[src/rtl/tl_ul_client_arbiter_if.sv]
// TileLink-UL A/D channel bundle. The master modport is the requester side;
// the slave modport is the responder side.
interface tl_ul_if #(
    parameter int unsigned SRC_W  = 2,
    parameter int unsigned ADDR_W = 32,
    parameter int unsigned DATA_W = 32
);
    logic                  a_valid;
    logic                  a_ready;
    logic [2:0]            a_opcode;
    logic [2:0]            a_param;
    logic [2:0]            a_size;
    logic [SRC_W-1:0]      a_source;
    logic [ADDR_W-1:0]     a_address;
    logic [DATA_W/8-1:0]   a_mask;
    logic [DATA_W-1:0]     a_data;

    logic                  d_valid;
    logic                  d_ready;
    logic [2:0]            d_opcode;
    logic [1:0]            d_param;
    logic [2:0]            d_size;
    logic [SRC_W-1:0]      d_source;
    logic                  d_denied;
    logic                  d_corrupt;
    logic [DATA_W-1:0]     d_data;

    modport master (
        output a_valid, a_opcode, a_param, a_size, a_source, a_address, a_mask, a_data,
        input  a_ready,
        input  d_valid, d_opcode, d_param, d_size, d_source, d_denied, d_corrupt, d_data,
        output d_ready
    );

    modport slave (
        input  a_valid, a_opcode, a_param, a_size, a_source, a_address, a_mask, a_data,
        output a_ready,
        output d_valid, d_opcode, d_param, d_size, d_source, d_denied, d_corrupt, d_data,
        input  d_ready
    );
endinterface

[src/rtl/tl_ul_client_arbiter.sv]
// Two-client TileLink-UL arbiter: round-robin A grant locked across Put bursts,
// client index prepended to the source, D routed back by that bit, per-client in-flight cap.
module tl_ul_client_arbiter #(
    parameter int unsigned SRC_W        = 2,
    parameter int unsigned ADDR_W       = 32,
    parameter int unsigned DATA_W       = 32,
    parameter int unsigned MAX_SIZE     = 6,
    parameter int unsigned MAX_INFLIGHT = 4
) (
    input  logic   clock,
    input  logic   reset,
    tl_ul_if.slave  c0,
    tl_ul_if.slave  c1,
    tl_ul_if.master m
);
    localparam int unsigned BEAT_LG = $clog2(DATA_W / 8);
    localparam int unsigned CNT_W   = 9;

    if (MAX_INFLIGHT < 1 || MAX_INFLIGHT > 15) begin : g_bad_inflight
        $error("MAX_INFLIGHT must be in 1..15");
    end
    if (MAX_SIZE > 7) begin : g_bad_size
        $error("MAX_SIZE must fit the 3-bit size field");
    end

    typedef enum logic [0:0] {StIdle, StLocked} state_e;

    state_e           state_q, state_d;
    logic             owner_q, owner_d;
    logic             rr_pri_q, rr_pri_d;
    logic [CNT_W-1:0] remaining_q, remaining_d;
    logic [CNT_W-1:0] d_cnt_q, d_cnt_d;
    logic [3:0]       inflight0_q, inflight0_d;
    logic [3:0]       inflight1_q, inflight1_d;

    logic             elig0, elig1;
    logic             gnt_valid, gnt_idx;
    logic             a_fire, d_fire, d_sel, d_first, d_last;
    logic             inc0, inc1, dec0, dec1;
    logic [CNT_W-1:0] a_beats, d_beats;

    function automatic logic [CNT_W-1:0] beat_count(input logic [2:0] size, input logic multi);
        if (multi && size > 3'(BEAT_LG)) begin
            return CNT_W'(1) << (size - 3'(BEAT_LG));
        end
        return CNT_W'(1);
    endfunction

    // Grant is combinational so an eligible request passes with no added latency.
    always_comb begin
        elig0     = c0.a_valid && (inflight0_q < 4'(MAX_INFLIGHT));
        elig1     = c1.a_valid && (inflight1_q < 4'(MAX_INFLIGHT));
        gnt_valid = 1'b0;
        gnt_idx   = 1'b0;
        if (state_q == StLocked) begin
            gnt_valid = 1'b1;
            gnt_idx   = owner_q;
        end else if (elig0 && elig1) begin
            gnt_valid = 1'b1;
            gnt_idx   = rr_pri_q;
        end else if (elig0) begin
            gnt_valid = 1'b1;
            gnt_idx   = 1'b0;
        end else if (elig1) begin
            gnt_valid = 1'b1;
            gnt_idx   = 1'b1;
        end
    end

    always_comb begin
        m.a_valid  = 1'b0;
        c0.a_ready = 1'b0;
        c1.a_ready = 1'b0;
        if (gnt_idx) begin
            m.a_opcode  = c1.a_opcode;
            m.a_param   = c1.a_param;
            m.a_size    = c1.a_size;
            m.a_source  = {1'b1, c1.a_source};
            m.a_address = c1.a_address;
            m.a_mask    = c1.a_mask;
            m.a_data    = c1.a_data;
        end else begin
            m.a_opcode  = c0.a_opcode;
            m.a_param   = c0.a_param;
            m.a_size    = c0.a_size;
            m.a_source  = {1'b0, c0.a_source};
            m.a_address = c0.a_address;
            m.a_mask    = c0.a_mask;
            m.a_data    = c0.a_data;
        end
        if (gnt_valid) begin
            if (gnt_idx) begin
                m.a_valid  = c1.a_valid;
                c1.a_ready = m.a_ready;
            end else begin
                m.a_valid  = c0.a_valid;
                c0.a_ready = m.a_ready;
            end
        end
    end

    assign d_sel       = m.d_source[SRC_W];
    assign c0.d_valid  = m.d_valid && !d_sel;
    assign c1.d_valid  = m.d_valid && d_sel;
    assign m.d_ready   = d_sel ? c1.d_ready : c0.d_ready;

    assign c0.d_opcode  = m.d_opcode;
    assign c0.d_param   = m.d_param;
    assign c0.d_size    = m.d_size;
    assign c0.d_source  = m.d_source[SRC_W-1:0];
    assign c0.d_denied  = m.d_denied;
    assign c0.d_corrupt = m.d_corrupt;
    assign c0.d_data    = m.d_data;
    assign c1.d_opcode  = m.d_opcode;
    assign c1.d_param   = m.d_param;
    assign c1.d_size    = m.d_size;
    assign c1.d_source  = m.d_source[SRC_W-1:0];
    assign c1.d_denied  = m.d_denied;
    assign c1.d_corrupt = m.d_corrupt;
    assign c1.d_data    = m.d_data;

    always_comb begin
        state_d     = state_q;
        owner_d     = owner_q;
        rr_pri_d    = rr_pri_q;
        remaining_d = remaining_q;
        d_cnt_d     = d_cnt_q;

        a_fire  = m.a_valid && m.a_ready;
        a_beats = beat_count(m.a_size, m.a_opcode <= 3'd1);
        if (a_fire) begin
            if (state_q == StIdle) begin
                rr_pri_d = ~gnt_idx;
                if (a_beats > CNT_W'(1)) begin
                    state_d     = StLocked;
                    owner_d     = gnt_idx;
                    remaining_d = a_beats - CNT_W'(1);
                end
            end else begin
                remaining_d = remaining_q - CNT_W'(1);
                if (remaining_q == CNT_W'(1)) begin
                    state_d = StIdle;
                end
            end
        end
        // Only the first beat of a request counts against the client's budget.
        inc0 = a_fire && (state_q == StIdle) && !gnt_idx;
        inc1 = a_fire && (state_q == StIdle) && gnt_idx;

        d_fire  = m.d_valid && m.d_ready;
        d_beats = beat_count(m.d_size, m.d_opcode == 3'd1);
        d_first = (d_cnt_q == '0);
        d_last  = (d_cnt_q == CNT_W'(1)) || (d_first && d_beats == CNT_W'(1));
        if (d_fire) begin
            d_cnt_d = d_first ? d_beats - CNT_W'(1) : d_cnt_q - CNT_W'(1);
        end
        dec0 = d_fire && d_last && !d_sel;
        dec1 = d_fire && d_last && d_sel;

        inflight0_d = inflight0_q + 4'(inc0) - 4'(dec0);
        inflight1_d = inflight1_q + 4'(inc1) - 4'(dec1);
    end

    always_ff @(posedge clock) begin
        if (reset) begin
            state_q     <= StIdle;
            owner_q     <= 1'b0;
            rr_pri_q    <= 1'b0;
            remaining_q <= '0;
            d_cnt_q     <= '0;
            inflight0_q <= '0;
            inflight1_q <= '0;
        end else begin
            state_q     <= state_d;
            owner_q     <= owner_d;
            rr_pri_q    <= rr_pri_d;
            remaining_q <= remaining_d;
            d_cnt_q     <= d_cnt_d;
            inflight0_q <= inflight0_d;
            inflight1_q <= inflight1_d;
        end
    end
endmodule

[src/flat_wrapper.sv]
// flat-port wrapper written by rule: the top's interface ports become plain ports
module tl_ul_client_arbiter_flat 
#(
    parameter int unsigned SRC_W        = 2,
    parameter int unsigned ADDR_W       = 32,
    parameter int unsigned DATA_W       = 32,
    parameter int unsigned MAX_SIZE     = 6,
    parameter int unsigned MAX_INFLIGHT = 4
)
  (clock, reset, c0_a_valid, c0_a_opcode, c0_a_param, c0_a_size, c0_a_source, c0_a_address, c0_a_mask, c0_a_data, c0_a_ready, c0_d_valid, c0_d_opcode, c0_d_param, c0_d_size, c0_d_source, c0_d_denied, c0_d_corrupt, c0_d_data, c0_d_ready, c1_a_valid, c1_a_opcode, c1_a_param, c1_a_size, c1_a_source, c1_a_address, c1_a_mask, c1_a_data, c1_a_ready, c1_d_valid, c1_d_opcode, c1_d_param, c1_d_size, c1_d_source, c1_d_denied, c1_d_corrupt, c1_d_data, c1_d_ready, m_a_valid, m_a_opcode, m_a_param, m_a_size, m_a_source, m_a_address, m_a_mask, m_a_data, m_a_ready, m_d_valid, m_d_opcode, m_d_param, m_d_size, m_d_source, m_d_denied, m_d_corrupt, m_d_data, m_d_ready);
  tl_ul_if #(.SRC_W(SRC_W), .ADDR_W(ADDR_W), .DATA_W(DATA_W)) c0_i ();
  tl_ul_if #(.SRC_W(SRC_W), .ADDR_W(ADDR_W), .DATA_W(DATA_W)) c1_i ();
  tl_ul_if #(.SRC_W(SRC_W), .ADDR_W(ADDR_W), .DATA_W(DATA_W)) m_i ();
  input  logic clock;
  input  logic reset;
  input wire logic [$bits(c0_i.a_valid)-1:0] c0_a_valid;
  input wire logic [$bits(c0_i.a_opcode)-1:0] c0_a_opcode;
  input wire logic [$bits(c0_i.a_param)-1:0] c0_a_param;
  input wire logic [$bits(c0_i.a_size)-1:0] c0_a_size;
  input wire logic [$bits(c0_i.a_source)-1:0] c0_a_source;
  input wire logic [$bits(c0_i.a_address)-1:0] c0_a_address;
  input wire logic [$bits(c0_i.a_mask)-1:0] c0_a_mask;
  input wire logic [$bits(c0_i.a_data)-1:0] c0_a_data;
  output wire logic [$bits(c0_i.a_ready)-1:0] c0_a_ready;
  output wire logic [$bits(c0_i.d_valid)-1:0] c0_d_valid;
  output wire logic [$bits(c0_i.d_opcode)-1:0] c0_d_opcode;
  output wire logic [$bits(c0_i.d_param)-1:0] c0_d_param;
  output wire logic [$bits(c0_i.d_size)-1:0] c0_d_size;
  output wire logic [$bits(c0_i.d_source)-1:0] c0_d_source;
  output wire logic [$bits(c0_i.d_denied)-1:0] c0_d_denied;
  output wire logic [$bits(c0_i.d_corrupt)-1:0] c0_d_corrupt;
  output wire logic [$bits(c0_i.d_data)-1:0] c0_d_data;
  input wire logic [$bits(c0_i.d_ready)-1:0] c0_d_ready;
  input wire logic [$bits(c1_i.a_valid)-1:0] c1_a_valid;
  input wire logic [$bits(c1_i.a_opcode)-1:0] c1_a_opcode;
  input wire logic [$bits(c1_i.a_param)-1:0] c1_a_param;
  input wire logic [$bits(c1_i.a_size)-1:0] c1_a_size;
  input wire logic [$bits(c1_i.a_source)-1:0] c1_a_source;
  input wire logic [$bits(c1_i.a_address)-1:0] c1_a_address;
  input wire logic [$bits(c1_i.a_mask)-1:0] c1_a_mask;
  input wire logic [$bits(c1_i.a_data)-1:0] c1_a_data;
  output wire logic [$bits(c1_i.a_ready)-1:0] c1_a_ready;
  output wire logic [$bits(c1_i.d_valid)-1:0] c1_d_valid;
  output wire logic [$bits(c1_i.d_opcode)-1:0] c1_d_opcode;
  output wire logic [$bits(c1_i.d_param)-1:0] c1_d_param;
  output wire logic [$bits(c1_i.d_size)-1:0] c1_d_size;
  output wire logic [$bits(c1_i.d_source)-1:0] c1_d_source;
  output wire logic [$bits(c1_i.d_denied)-1:0] c1_d_denied;
  output wire logic [$bits(c1_i.d_corrupt)-1:0] c1_d_corrupt;
  output wire logic [$bits(c1_i.d_data)-1:0] c1_d_data;
  input wire logic [$bits(c1_i.d_ready)-1:0] c1_d_ready;
  output wire logic [$bits(m_i.a_valid)-1:0] m_a_valid;
  output wire logic [$bits(m_i.a_opcode)-1:0] m_a_opcode;
  output wire logic [$bits(m_i.a_param)-1:0] m_a_param;
  output wire logic [$bits(m_i.a_size)-1:0] m_a_size;
  output wire logic [$bits(m_i.a_source)-1:0] m_a_source;
  output wire logic [$bits(m_i.a_address)-1:0] m_a_address;
  output wire logic [$bits(m_i.a_mask)-1:0] m_a_mask;
  output wire logic [$bits(m_i.a_data)-1:0] m_a_data;
  input wire logic [$bits(m_i.a_ready)-1:0] m_a_ready;
  input wire logic [$bits(m_i.d_valid)-1:0] m_d_valid;
  input wire logic [$bits(m_i.d_opcode)-1:0] m_d_opcode;
  input wire logic [$bits(m_i.d_param)-1:0] m_d_param;
  input wire logic [$bits(m_i.d_size)-1:0] m_d_size;
  input wire logic [$bits(m_i.d_source)-1:0] m_d_source;
  input wire logic [$bits(m_i.d_denied)-1:0] m_d_denied;
  input wire logic [$bits(m_i.d_corrupt)-1:0] m_d_corrupt;
  input wire logic [$bits(m_i.d_data)-1:0] m_d_data;
  output wire logic [$bits(m_i.d_ready)-1:0] m_d_ready;
  assign c0_i.a_valid = c0_a_valid;
  assign c0_i.a_opcode = c0_a_opcode;
  assign c0_i.a_param = c0_a_param;
  assign c0_i.a_size = c0_a_size;
  assign c0_i.a_source = c0_a_source;
  assign c0_i.a_address = c0_a_address;
  assign c0_i.a_mask = c0_a_mask;
  assign c0_i.a_data = c0_a_data;
  assign c0_a_ready = c0_i.a_ready;
  assign c0_d_valid = c0_i.d_valid;
  assign c0_d_opcode = c0_i.d_opcode;
  assign c0_d_param = c0_i.d_param;
  assign c0_d_size = c0_i.d_size;
  assign c0_d_source = c0_i.d_source;
  assign c0_d_denied = c0_i.d_denied;
  assign c0_d_corrupt = c0_i.d_corrupt;
  assign c0_d_data = c0_i.d_data;
  assign c0_i.d_ready = c0_d_ready;
  assign c1_i.a_valid = c1_a_valid;
  assign c1_i.a_opcode = c1_a_opcode;
  assign c1_i.a_param = c1_a_param;
  assign c1_i.a_size = c1_a_size;
  assign c1_i.a_source = c1_a_source;
  assign c1_i.a_address = c1_a_address;
  assign c1_i.a_mask = c1_a_mask;
  assign c1_i.a_data = c1_a_data;
  assign c1_a_ready = c1_i.a_ready;
  assign c1_d_valid = c1_i.d_valid;
  assign c1_d_opcode = c1_i.d_opcode;
  assign c1_d_param = c1_i.d_param;
  assign c1_d_size = c1_i.d_size;
  assign c1_d_source = c1_i.d_source;
  assign c1_d_denied = c1_i.d_denied;
  assign c1_d_corrupt = c1_i.d_corrupt;
  assign c1_d_data = c1_i.d_data;
  assign c1_i.d_ready = c1_d_ready;
  assign m_a_valid = m_i.a_valid;
  assign m_a_opcode = m_i.a_opcode;
  assign m_a_param = m_i.a_param;
  assign m_a_size = m_i.a_size;
  assign m_a_source = m_i.a_source;
  assign m_a_address = m_i.a_address;
  assign m_a_mask = m_i.a_mask;
  assign m_a_data = m_i.a_data;
  assign m_i.a_ready = m_a_ready;
  assign m_i.d_valid = m_d_valid;
  assign m_i.d_opcode = m_d_opcode;
  assign m_i.d_param = m_d_param;
  assign m_i.d_size = m_d_size;
  assign m_i.d_source = m_d_source;
  assign m_i.d_denied = m_d_denied;
  assign m_i.d_corrupt = m_d_corrupt;
  assign m_i.d_data = m_d_data;
  assign m_d_ready = m_i.d_ready;
  tl_ul_client_arbiter #(.SRC_W(SRC_W), .ADDR_W(ADDR_W), .DATA_W(DATA_W), .MAX_SIZE(MAX_SIZE), .MAX_INFLIGHT(MAX_INFLIGHT)) u_core (.clock(clock), .reset(reset), .c0(c0_i), .c1(c1_i), .m(m_i));
endmodule
[config.mk]
export PLATFORM = sky130hd
export DESIGN_NAME = tl_ul_client_arbiter_flat
export DESIGN_NICKNAME = d
export VERILOG_FILES = /design/src/rtl/tl_ul_client_arbiter_if.sv /design/src/rtl/tl_ul_client_arbiter.sv /design/src/flat_wrapper.sv
export SDC_FILE = /design/constraint.sdc
export NUM_CORES = 1
export LEC_CHECK = 0
export CAP_MARGIN = 20
export CORE_AREA = 4 4 145 147
export DETAILED_ROUTE_END_ITERATION = 12
export DIE_AREA = 0 0 149 151
export GPL_TIMING_DRIVEN = 0
export PLACE_DENSITY_LB_ADDON = 0.25
export SYNTH_ARGS = -nofsm -noshare
export SYNTH_HDL_FRONTEND = slang
export SYNTH_SLANG_ARGS = --single-unit
[constraint.sdc]
create_clock -name clock -period 3.9 [get_ports clock]
set_clock_uncertainty 0.05 [all_clocks]
set_input_delay 1.17 -clock clock [delete_from_list [all_inputs] [get_ports clock]]
set_output_delay 1.17 -clock clock [all_outputs]
set_load 0.05 [all_outputs]
Word level (Yosys, flattened, before mapping)

Cells that the tools add are included.

Register bits after elaboration: 20
Input bits: 210
Output and inout port bits: 173

Add/sub/neg operators: 5
Order comparisons: 5
Eq/ne operators: 1
Shift-type cells: 1
Muxes and demuxes: 28
Bitwise logic cells: 2
Reductions and logical operators: 13

Operators with widths:

| cell                | number |
|---|---|
| $mux 32             | 2 |
| $mux 9              | 4 |
| $sub 9x1->9 const B | 2 |
| $mux 1              | 17 |
| $eq 9x1->1 const B  | 1 |
| $gt 9x1->1 const B  | 1 |
| $mux 3              | 3 |
| $shl 1x3->9 const A | 1 |
| $add 4x1->4         | 2 |
| $logic_and 1x1->1   | 8 |
| $lt 4x3->1 const B  | 2 |
| $mux 4              | 1 |
| $reduce_and 2->1    | 2 |
| $gt 3x2->1 const B  | 1 |
| $le 3x1->1 const B  | 1 |
| $reduce_and 3->1    | 1 |
| $sub 3x2->3 const B | 1 |
| $mux 2              | 1 |
| $not 1->1           | 2 |
| $reduce_bool 2->1   | 1 |
| $logic_not 1->1     | 1 |

Longest topological paths before layout

Gate-level depths: netlist of the first run.

Depth after elaboration: 14
Mapped depth: 14
Mapped depth without buffers: 11

Least setup slack after synthesis of the first run

OpenSTA, ideal clock, no wires.

Path kind: input to output
Start point: input port c0_a_valid
End point: output port c0_a_ready
Arrival time: 2.878 ns
Required time: 2.680 ns
Path slack: -0.198 ns
Stages on the path: 5
Path buffers: 2
Cells stage by stage: nor4b_1 > o21ai_2 > buf_6 > buf_2 > nor2_1

Cells in the longest elaborated chain, start to end: 6
Elaborated cells on any way between the ends: 10

RTL lines:

| element                                            | line                                                   | text |
|---|---|---|
| start: declaration                                 | flat_wrapper.sv:16                                     | `input wire logic [$bits(c0_i.a_valid)-1:0] c0_a_valid;` |
| $logic_and 1x1->1 (*)                              | tl_ul_client_arbiter.sv:51                             | `elig0 = c0.a_valid && (inflight0_q < 4'(MAX_INFLIGHT));` |
| $mux 1 / $logic_and 1x1->1 (equally long branches) | tl_ul_client_arbiter.sv:61, tl_ul_client_arbiter.sv:58 |  |
| $mux 1                                             | tl_ul_client_arbiter.sv:58                             | `end else if (elig0 && elig1) begin` |
| $mux 1                                             | tl_ul_client_arbiter.sv:55                             | `if (state_q == StLocked) begin` |
| $mux 1                                             | tl_ul_client_arbiter.sv:92                             | `if (gnt_idx) begin` |
| $mux 1 (*)                                         | tl_ul_client_arbiter.sv:91                             | `if (gnt_valid) begin` |
| end: declaration                                   | flat_wrapper.sv:24                                     | `output wire logic [$bits(c0_i.a_ready)-1:0] c0_a_ready;` |

Every way passes the cells marked *; elsewhere a longest branch is shown, timed or not.

Worst setup path in the final report of the first run

Start point: input port c1_a_valid
End point: output port m_a_address[20]

Cells in the longest elaborated chain, start to end: 6
Elaborated cells on any way between the ends: 7

RTL lines:

| element               | line                       | text |
|---|---|---|
| start: declaration    | flat_wrapper.sv:34         | `input wire logic [$bits(c1_i.a_valid)-1:0] c1_a_valid;` |
| $logic_and 1x1->1 (*) | tl_ul_client_arbiter.sv:52 | `elig1 = c1.a_valid && (inflight1_q < 4'(MAX_INFLIGHT));` |
| $mux 1                | tl_ul_client_arbiter.sv:64 | `end else if (elig1) begin` |
| $mux 1                | tl_ul_client_arbiter.sv:61 | `end else if (elig0) begin` |
| $mux 1 (*)            | tl_ul_client_arbiter.sv:58 |  |
| $mux 1 (*)            | tl_ul_client_arbiter.sv:55 |  |
| $mux 32 (*)           | tl_ul_client_arbiter.sv:74 | `if (gnt_idx) begin` |
| end: declaration      | flat_wrapper.sv:57         | `output wire logic [$bits(m_i.a_address)-1:0] m_a_address;` |

Marks and branches as above.

==> reports/results.txt, run 1 <==
The logs give 0 for the count of endpoints failing hold in the final timing report and 1979 for the fill cell instance count of the final layout. Setup violations remaining at the end of the flow were counted as 81. For the area of the die, the log shows 22500 sq um. STA classifies the critical path startpoint as a primary input.

The routed layout has 3899 vias. Hold repair after CTS inserted 0 buffers. The relative contribution of combinational cells to total power was 78.1%. The worst setup path is of the primary input to primary output kind. The final reports fail on setup timing. The transition at the pin with the smallest max-transition slack was 0.587 ns. The synthesized netlist occupies a cell area of 3100 sq um. CTS saw 20 sinks. Global routing consumed, on the met2 layer, 24.4% of the routing resources. The gate count after technology mapping was 355. The largest driver fanout on the critical path was 5. The path class of the tightest hold or removal check is flop to flop. The global routing's busiest layer is met2. Together, buffers and inverters on the worst path number 5.

Width of the die: 149 um. The clock slew at the register clock pins of the worst setup and hold paths is 0.06 ns. The logs give 12 for the pin count of the biggest net entering global routing and 1 for the total number of H-tree levels.

The final RePlAce weighted congestion was 0.816. The power per cell area is 264 nW/um^2, and the highest ir drop seen on vdd is 0.000181 V. In this run, flip-flops and latches consume 10.6% of the power.

The initial core utilization was 15.6%; the die outline height was 151 um. For this design the static power due to leakage is 0.00343 uW. Using the TritonRoute via totals, the vias-per-cell ratio works out to 3.92. TritonCTS built the clock tree. Derived from the worst setup path, the maximum achievable clock frequency is 0.245 GHz. For this design the top-level I/O count stands at 383.

The critical path goes through buf_6, or4b_4, o21ai_4, buf_6, buf_12, buf_16, mux2_2, buf_6. Headroom to the max-slew limit came out at 60.7%. The logs give 938 for the total number of nets in the final design and 40.4% for the utilization after layout.

The kind of cell with the highest combined delay along the critical path is buffers and inverters. The post-detailed-route wirelength per cell was 21.9 um; the met3 track utilization from global routing was 17.4%. The tree is rooted in a sky130_fd_sc_hd__clkbuf_16. For the switching power of the nets, the log shows 956 uW.

The worst setup path is captured at a primary output. The worst slack at placement is -1.54 ns, and the overall routed net length is 21700 um. In this run, the number of DRC markers left after iteration 0 of detailed routing was 105.

The total global routing track utilization is 17.5%, and the fraction of the yosys area taken by sequential cells is 12.9%. Counting flops with an async set or reset pin after synthesis yields a share of 0%. The remaining antenna violation count after routing is 0. The number of enable-type register cells in the synthesized netlist was 0. The growth of design area from synthesis to finish is 160%, and the worst setup margin is -0.187 ns. The floorplan has 52 rows. The logs give 0 for the count of unresolved DRC violations after routing and 4087 for the via count of the first global-routing pass. The number of max-slew violations in the final report is 0, and the clock period minus final worst setup slack is 4.09 ns. The clock network accounts for 11.2% of the total power.

The tools report the count of yosys warnings during synthesis as 0. Among all flip-flop cells after synthesis, the most frequent one is sky130_fd_sc_hd__dfxtp_1. The share of final-layout standard cells stronger than drive strength 1 is 45.6%. In this run, synthesis produced a sequential element count of 20. During placement, the flow inserted port buffers numbering 332.

Before antenna repair, the detailed router went through 4 iterations. The final HPWL from detailed placement came out at 18400 um. The flow ran to the end, but the final reports show violations.

Total CTS buffers: 3. In this run switching power makes up 44.9% of total power. The internal power of the cells came out at 1170 uW. For the number of antenna violations at the first check in global routing, the log shows 9.

The average size of a mapped cell is 8.74 sq um. In this run, distinct cell masters in the synthesized netlist total 52. The stage delay of the slowest cell on the critical path works out to 0.47 ns. The logs give 19900 sq um for the placeable core region and 0 for the total grt overflow. The tools report the wire length of the first global-routing pass as 28500 um. The met1 usage in global routing was 19.9%. Setup repair after global routing could not meet its margin everywhere. At the later pin of the worst-skew pair, clock insertion delay measures 0.25 ns. For the maximum root-to-sink buffer count, the log shows 2. Required time of the worst setup path: 2.68 ns.

At the worst endpoint, the arrival time is 2.87 ns. The post-route fraction of the period consumed by the critical path works out to 105%. Max-cap violations in this run came to 0. The dominant cell type by count on the critical path is sky130_fd_sc_hd__buf_6. The cell with the largest stage delay on the worst path is sky130_fd_sc_hd__or4b_4.
-- cell usage in the layout, fill, tap and decap left out, types with 3 or more instances in the layout --
cell	count
sky130_fd_sc_hd__a21oi_1	5
sky130_fd_sc_hd__nand2_1	12
sky130_fd_sc_hd__mux2_4	60
sky130_fd_sc_hd__inv_1	9
sky130_fd_sc_hd__or3b_2	3
sky130_fd_sc_hd__clkbuf_16	4
sky130_fd_sc_hd__nor3b_1	3
sky130_fd_sc_hd__nand3_1	6
sky130_fd_sc_hd__ha_1	7
sky130_fd_sc_hd__buf_4	104
sky130_fd_sc_hd__clkdlybuf4s50_1	248
sky130_fd_sc_hd__nor3_1	6
sky130_fd_sc_hd__dfxtp_1	20
sky130_fd_sc_hd__mux2_2	21
sky130_fd_sc_hd__nor2b_1	6
sky130_fd_sc_hd__buf_8	45
sky130_fd_sc_hd__nor2_1	11
sky130_fd_sc_hd__buf_12	21
sky130_fd_sc_hd__o21ai_0	13
sky130_fd_sc_hd__nor4b_1	3
sky130_fd_sc_hd__buf_6	37
sky130_fd_sc_hd__buf_16	3
sky130_fd_sc_hd__diode_2	6
sky130_fd_sc_hd__mux2i_1	6
sky130_fd_sc_hd__clkbuf_8	6
-- per-layer routing --
| metal | part of all wire, % | up-vias | wire, um |
|---|---|---|---|
| met4 | 0.30 | 12 | 66 |
| met3 | 21 | 18 | 4470 |
| met5 | 0.53 | - | 115 |
| li1 | - | 1914 | - |
| met2 | 41 | 222 | 8880 |
| met1 | 38 | 1733 | 8220 |
-- stage by stage --
step                hold slack, ns  instance area (sq um)  TNS [ns]  power, uW  cells
floorplan                    0.390                   3130    -0.762       1070    356
global placement             0.403                   6790   -117.74       1580    958
detailed placement           0.403                   6790   -116.10       1580    958
CTS                          0.424                   8030    -13.71       2130    990
global route                 0.460                   8040    -13.61       2210    989
finish                       0.430                   8050     -8.60       2130    995
-- cell families after synthesis --
family	Yosys count	synth area share, %
compound gates	50	11.3
xor+xnor	4	1.13
fa+ha+maj	8	3.23
buf+inv	117	27.7
flops	20	12.9
mux	87	31.3
other cells	1	0.121
simple gates	68	12.3
-- power groups by stage --
stage / clock, uW / sequential (uW) / combinational (uW)
after floorplan: 0 / 227 / 838
after global placement: 0 / 229 / 1360
after detailed placement: 0 / 230 / 1350
after CTS: 241 / 226 / 1670
after global routing: 251 / 228 / 1730
final: 239 / 226 / 1660
-- area by class of cell --
cell class	instances	area, sq um	area share (%)
antenna	6	15.0	0.186
buffer	107	910	11.3
clock buffer	4	88.8	1.10
inverter	9	33.8	0.420
multi-input combinational	219	2210	27.5
sequential	20	400	4.97
tap	270	338	4.20
timing repair buffer	360	4060	50.4
-- cells in the mapped netlist (4+ instances only) --
master | instances | area (sq um)
sky130_fd_sc_hd__a21oi_1 | 7 | 35.0
sky130_fd_sc_hd__buf_2 | 8 | 40.0
sky130_fd_sc_hd__buf_4 | 92 | 691
sky130_fd_sc_hd__clkbuf_8 | 5 | 68.8
sky130_fd_sc_hd__dfxtp_1 | 20 | 400
sky130_fd_sc_hd__ha_1 | 8 | 100
sky130_fd_sc_hd__inv_1 | 9 | 33.8
sky130_fd_sc_hd__mux2_2 | 81 | 912
sky130_fd_sc_hd__mux2i_1 | 6 | 60.1
sky130_fd_sc_hd__nand2_1 | 12 | 45.0
sky130_fd_sc_hd__nand3_1 | 8 | 40.0
sky130_fd_sc_hd__nor2_1 | 13 | 48.8
sky130_fd_sc_hd__nor2b_1 | 6 | 37.5
sky130_fd_sc_hd__nor3_1 | 6 | 30.0
sky130_fd_sc_hd__nor4b_1 | 4 | 35.0
sky130_fd_sc_hd__o21ai_0 | 14 | 70.1
-- flip-flops by register name, indices dropped and copies added, names as in the netlist --
name / cells
u_core.remaining_q: 9
u_core.inflight0_q: 4
u_core.inflight1_q: 4
u_core.owner_q: 1
u_core.rr_pri_q: 1
u_core.state_q: 1
-- worst paths after layout --
check                        start                    end  slack (ns)  cells after the start
max reg2reg         u_core.state_q  u_core.remaining_q[6]        0.49                     13
min reg2reg  u_core.remaining_q[3]  u_core.remaining_q[3]        0.43                      2
max                     c1_a_valid        m_a_address[20]       -0.19                      8
min          u_core.remaining_q[3]  u_core.remaining_q[3]        0.43                      2
-- what timing repair did --
item	CTS	global route
pin swaps	12	1
gates resized for setup	752	16
cloned	5	1
endpoints found under the setup margin	93	91
setup buffers	23	2
-- worst register-to-register path, stage by stage (launching register included) --
cell and delay (ns):
sky130_fd_sc_hd__dfxtp_1 0.34, sky130_fd_sc_hd__or4b_4 0.56, sky130_fd_sc_hd__o21ai_4 0.23, sky130_fd_sc_hd__buf_6 0.19, sky130_fd_sc_hd__buf_6 0.11, sky130_fd_sc_hd__mux2_4 0.32, sky130_fd_sc_hd__nand2b_4 0.16, sky130_fd_sc_hd__ha_4 0.17
sky130_fd_sc_hd__and2b_2 0.21, sky130_fd_sc_hd__buf_6 0.12, sky130_fd_sc_hd__a211oi_4 0.24, sky130_fd_sc_hd__a31o_4 0.18, sky130_fd_sc_hd__a311oi_2 0.11, sky130_fd_sc_hd__a221o_1 0.30
Power figures use the tool's default switching activity.
==> run 2: changes to the inputs <==
--- a/config.mk
+++ b/config.mk
@@ -6,9 +6,10 @@
 export NUM_CORES = 1
 export LEC_CHECK = 0
 export CAP_MARGIN = 20
-export CORE_AREA = 4 4 145 147
+export CORE_AREA = 4 4 146 148
 export DETAILED_ROUTE_END_ITERATION = 12
-export DIE_AREA = 0 0 149 151
+export DIE_AREA = 0 0 150 152
+export DONT_BUFFER_PORTS = 1
 export GPL_TIMING_DRIVEN = 0
 export PLACE_DENSITY_LB_ADDON = 0.25
 export SYNTH_ARGS = -nofsm -noshare
==> reports/results.txt, run 2 (synthesis gave the netlist of run 1 again) <==
The run gives 4 (unchanged) as the iteration count of the initial detailed-routing pass. The sequential cell area came out at 400 sq um (unchanged). The count of unresolved DRC violations after routing came out at 0 (unchanged). The switching power of the nets was 854 uW (-11%). The tools report the total global routing track utilization as 15.0% (-2.5 points). The final HPWL from detailed placement came out at 17000 um (-7.9%). The tools report the final RePlAce weighted congestion as 0.938 (+15%).

The checks that failed: setup timing. The remaining antenna violation count after routing is 0 (unchanged). The worst setup margin is -0.0130 ns (+0.174 ns). u_core.remaining_q holds more flip-flops than any other register. The run gives 12 (unchanged) as the pin count of the biggest net entering global routing. The tools report the startpoint kind of the worst setup timing path as a primary input. For the number of antenna violations at the first check in global routing, the log shows 11 (+2).

The tools report the required time of the worst setup path as 2.68 ns (about the same). The tools report the initial core utilization as 15.5% (-0.10 points). The tools report the clock insertion delay at the later pin of the skew report as 0.25 ns (about the same).

The final setup violation count was 26 (-68%); the clock period minus final worst setup slack was 3.91 ns (-0.174 ns). Part of the total power dissipated in sequential elements: 14.3% (+3.7 points). The tree is rooted in a sky130_fd_sc_hd__clkbuf_16. The count of vias placed by the detailed router is 2753 (-29%), and the power per cell area is 377 nW/um^2 (+43%).

The boundary pin count was 383 (unchanged). The data arrival time of the worst path is 2.69 ns (-0.18 ns), and the max-capacitance violation count is 0 (unchanged). The static leakage is 0.00181 uW (-47%).

The post-route fraction of the period consumed by the critical path came out at 100% (-4.5 points). The top achievable clock speed is 0.256 GHz (+4.4%). The tools report the clock power share as 15.0% (+3.8 points). The combined area of the multi-input logic cells was 2200 sq um (-0.28%). The area of the die was 22800 sq um (+1.3%); the growth of design area from synthesis to finish was 34.8%.

Per-cell via count in the routed design: 4.24 (+8.3%). Clock slew at the register clock pins of the worst setup and hold paths: 0.06 ns (about the same). The flow ran to the end, but the final reports show violations. TritonCTS built the clock tree. The width of the die is 150 um (+0.67%), and the relative slew slack is 53.3% (-7.4 points). The total grt overflow was 0 (unchanged). Start point of the worst hold path: u_core.remaining_q[3].

The share of final-layout standard cells stronger than drive strength 1 is 59.8% (+14 points). The tools report the number of placement rows as 52 (unchanged). In this run the worst hold path is classified as flop to flop. The worst setup path is of the primary input to primary output kind. Fill cell instance count of the final layout: 2216 (+12%). The highest ir drop seen on vdd is 0.000186 V (+2.4%), and the total number of H-tree levels is 1 (unchanged). The worst register-to-register path begins at u_core.state_q. The library cell used most frequently in the layout, excluding fill and tap cells, is sky130_fd_sc_hd__buf_4. The switching share of power came out at 54.2% (+9.2 points). The via count of the first global-routing pass was 2708 (-34%). Number of clock sinks: 20 (unchanged). The total number of nets in the final design came out at 590 (-37%).

The post-detailed-route wirelength per cell is 29.7 um (+36%), and the maximum root-to-sink buffer count is 2 (unchanged). Largest driver fanout on the critical path: 6 (+1). The relative contribution of combinational cells to total power is 70.6% (-7.5 points). The count of buffers from port buffering was 0 (-100%); the worst hold slack after final layout was 0.423 ns (-0.00694 ns). The tools report the number of max-slew violations in the final report as 0 (unchanged). The placeable core region is 20000 sq um (+0.65%), and the utilization after layout is 20.9% (-20 points). For the number of DRC violations after detailed-routing iteration 0, the log shows 135 (+29%). The count of endpoints failing hold in the final timing report is 0 (unchanged), and the flip-flop count of the largest register after layout is 9 (unchanged). The largest registers in the layout are u_core.remaining_q x9, u_core.inflight0_q x4, u_core.inflight1_q x4. The post-route total power was 1580 uW (-26%); the die outline height was 152 um (+0.66%). The top cell types in the final layout, fill and taps aside, are 97 x sky130_fd_sc_hd__buf_4, 79 x sky130_fd_sc_hd__mux2_4, 20 x sky130_fd_sc_hd__dfxtp_1, 14 x sky130_fd_sc_hd__o21ai_0.

For the overall routed net length, the log shows 19300 um (-11%). Setup repair after global routing could not meet its margin everywhere. The worst setup path is captured at a primary output.

The transition at the pin with the smallest max-transition slack was 0.700 ns (+0.113 ns). The wire length of the first global-routing pass was 23600 um (-17%); the total CTS buffers was 3 (unchanged). Internal power of the cells: 723 uW (-38%). The timing startpoint of the critical path is c1_a_valid.
run 2: changes by cell type in the layout (fill, tap and decap cells not counted), sizes merged:
cell           before  now
clkdlybuf4s50     248    0
buf               211  111
diode               6    8
run 2: worst max-delay path, cell delays in order:
cell and delay, ns:
sky130_fd_sc_hd__or4b_4 0.47, sky130_fd_sc_hd__o21ai_4 0.28, sky130_fd_sc_hd__buf_12 0.19, sky130_fd_sc_hd__buf_12 0.15
sky130_fd_sc_hd__mux2_4 0.42
run 2: cell type report:
class                           count  area share, %
Multi-Input combinational cell    219           52.7
Timing Repair Buffer               11           3.68
Buffer                            108           22.6
Sequential cell                    20           9.57
Tap cell                          270           8.07
Inverter                            9          0.807
Antenna cell                        8          0.478
Clock buffer                        4           2.12
run 2: final timing paths:
check | depth (start not counted) | slack, ns | end
hold reg to reg | 2 | 0.42 | u_core.remaining_q[3]
setup reg to reg | 11 | 0.50 | u_core.remaining_q[4]
hold / removal | 2 | 0.42 | u_core.remaining_q[3]
setup / recovery | 5 | -0.01 | m_a_data[29]
run 2: per-layer routing:
| metal | global-route usage (%) | up-vias | wire, um |
|---|---|---|---|
| met4 | 0.915 | 14 | 57 |
| met2 | 20.4 | 204 | 7500 |
| li1 | - | 1220 | - |
| met1 | 15.6 | 1299 | 6730 |
| met3 | 18.1 | 16 | 4860 |
| met5 | 0 | - | 115 |
run 2: what timing repair did:
item	in CTS	in global routing
setup endpoints to repair	86	87
buffers inserted	3	6
pin swaps	2	2
gates resized for setup	83	36
cloned	0	2
hold buffers	0	0
run 2: power groups by stage:
stage | Combinational (uW) | Sequential [uW] | Clock, uW
after global routing | 1160 | 227 | 254
final | 1110 | 226 | 237
after detailed placement | 968 | 230 | 0
after floorplan | 838 | 227 | 0
after global placement | 967 | 230 | 0
after CTS | 1060 | 225 | 247
run 2: stage by stage:
stage	setup WS, ns	TNS (ns)	std cells	area (sq um)
2_1_floorplan	-0.0208	-0.762	356	3130
6_report	-0.0130	-0.139	649	4180
4_1_cts	-0.0760	-1.64	633	3890
3_3_place_gp	-0.544	-25.04	626	3470
3_5_place_dp	-0.556	-26.20	626	3470
5_1_grt	-0.0514	-2.53	641	4160
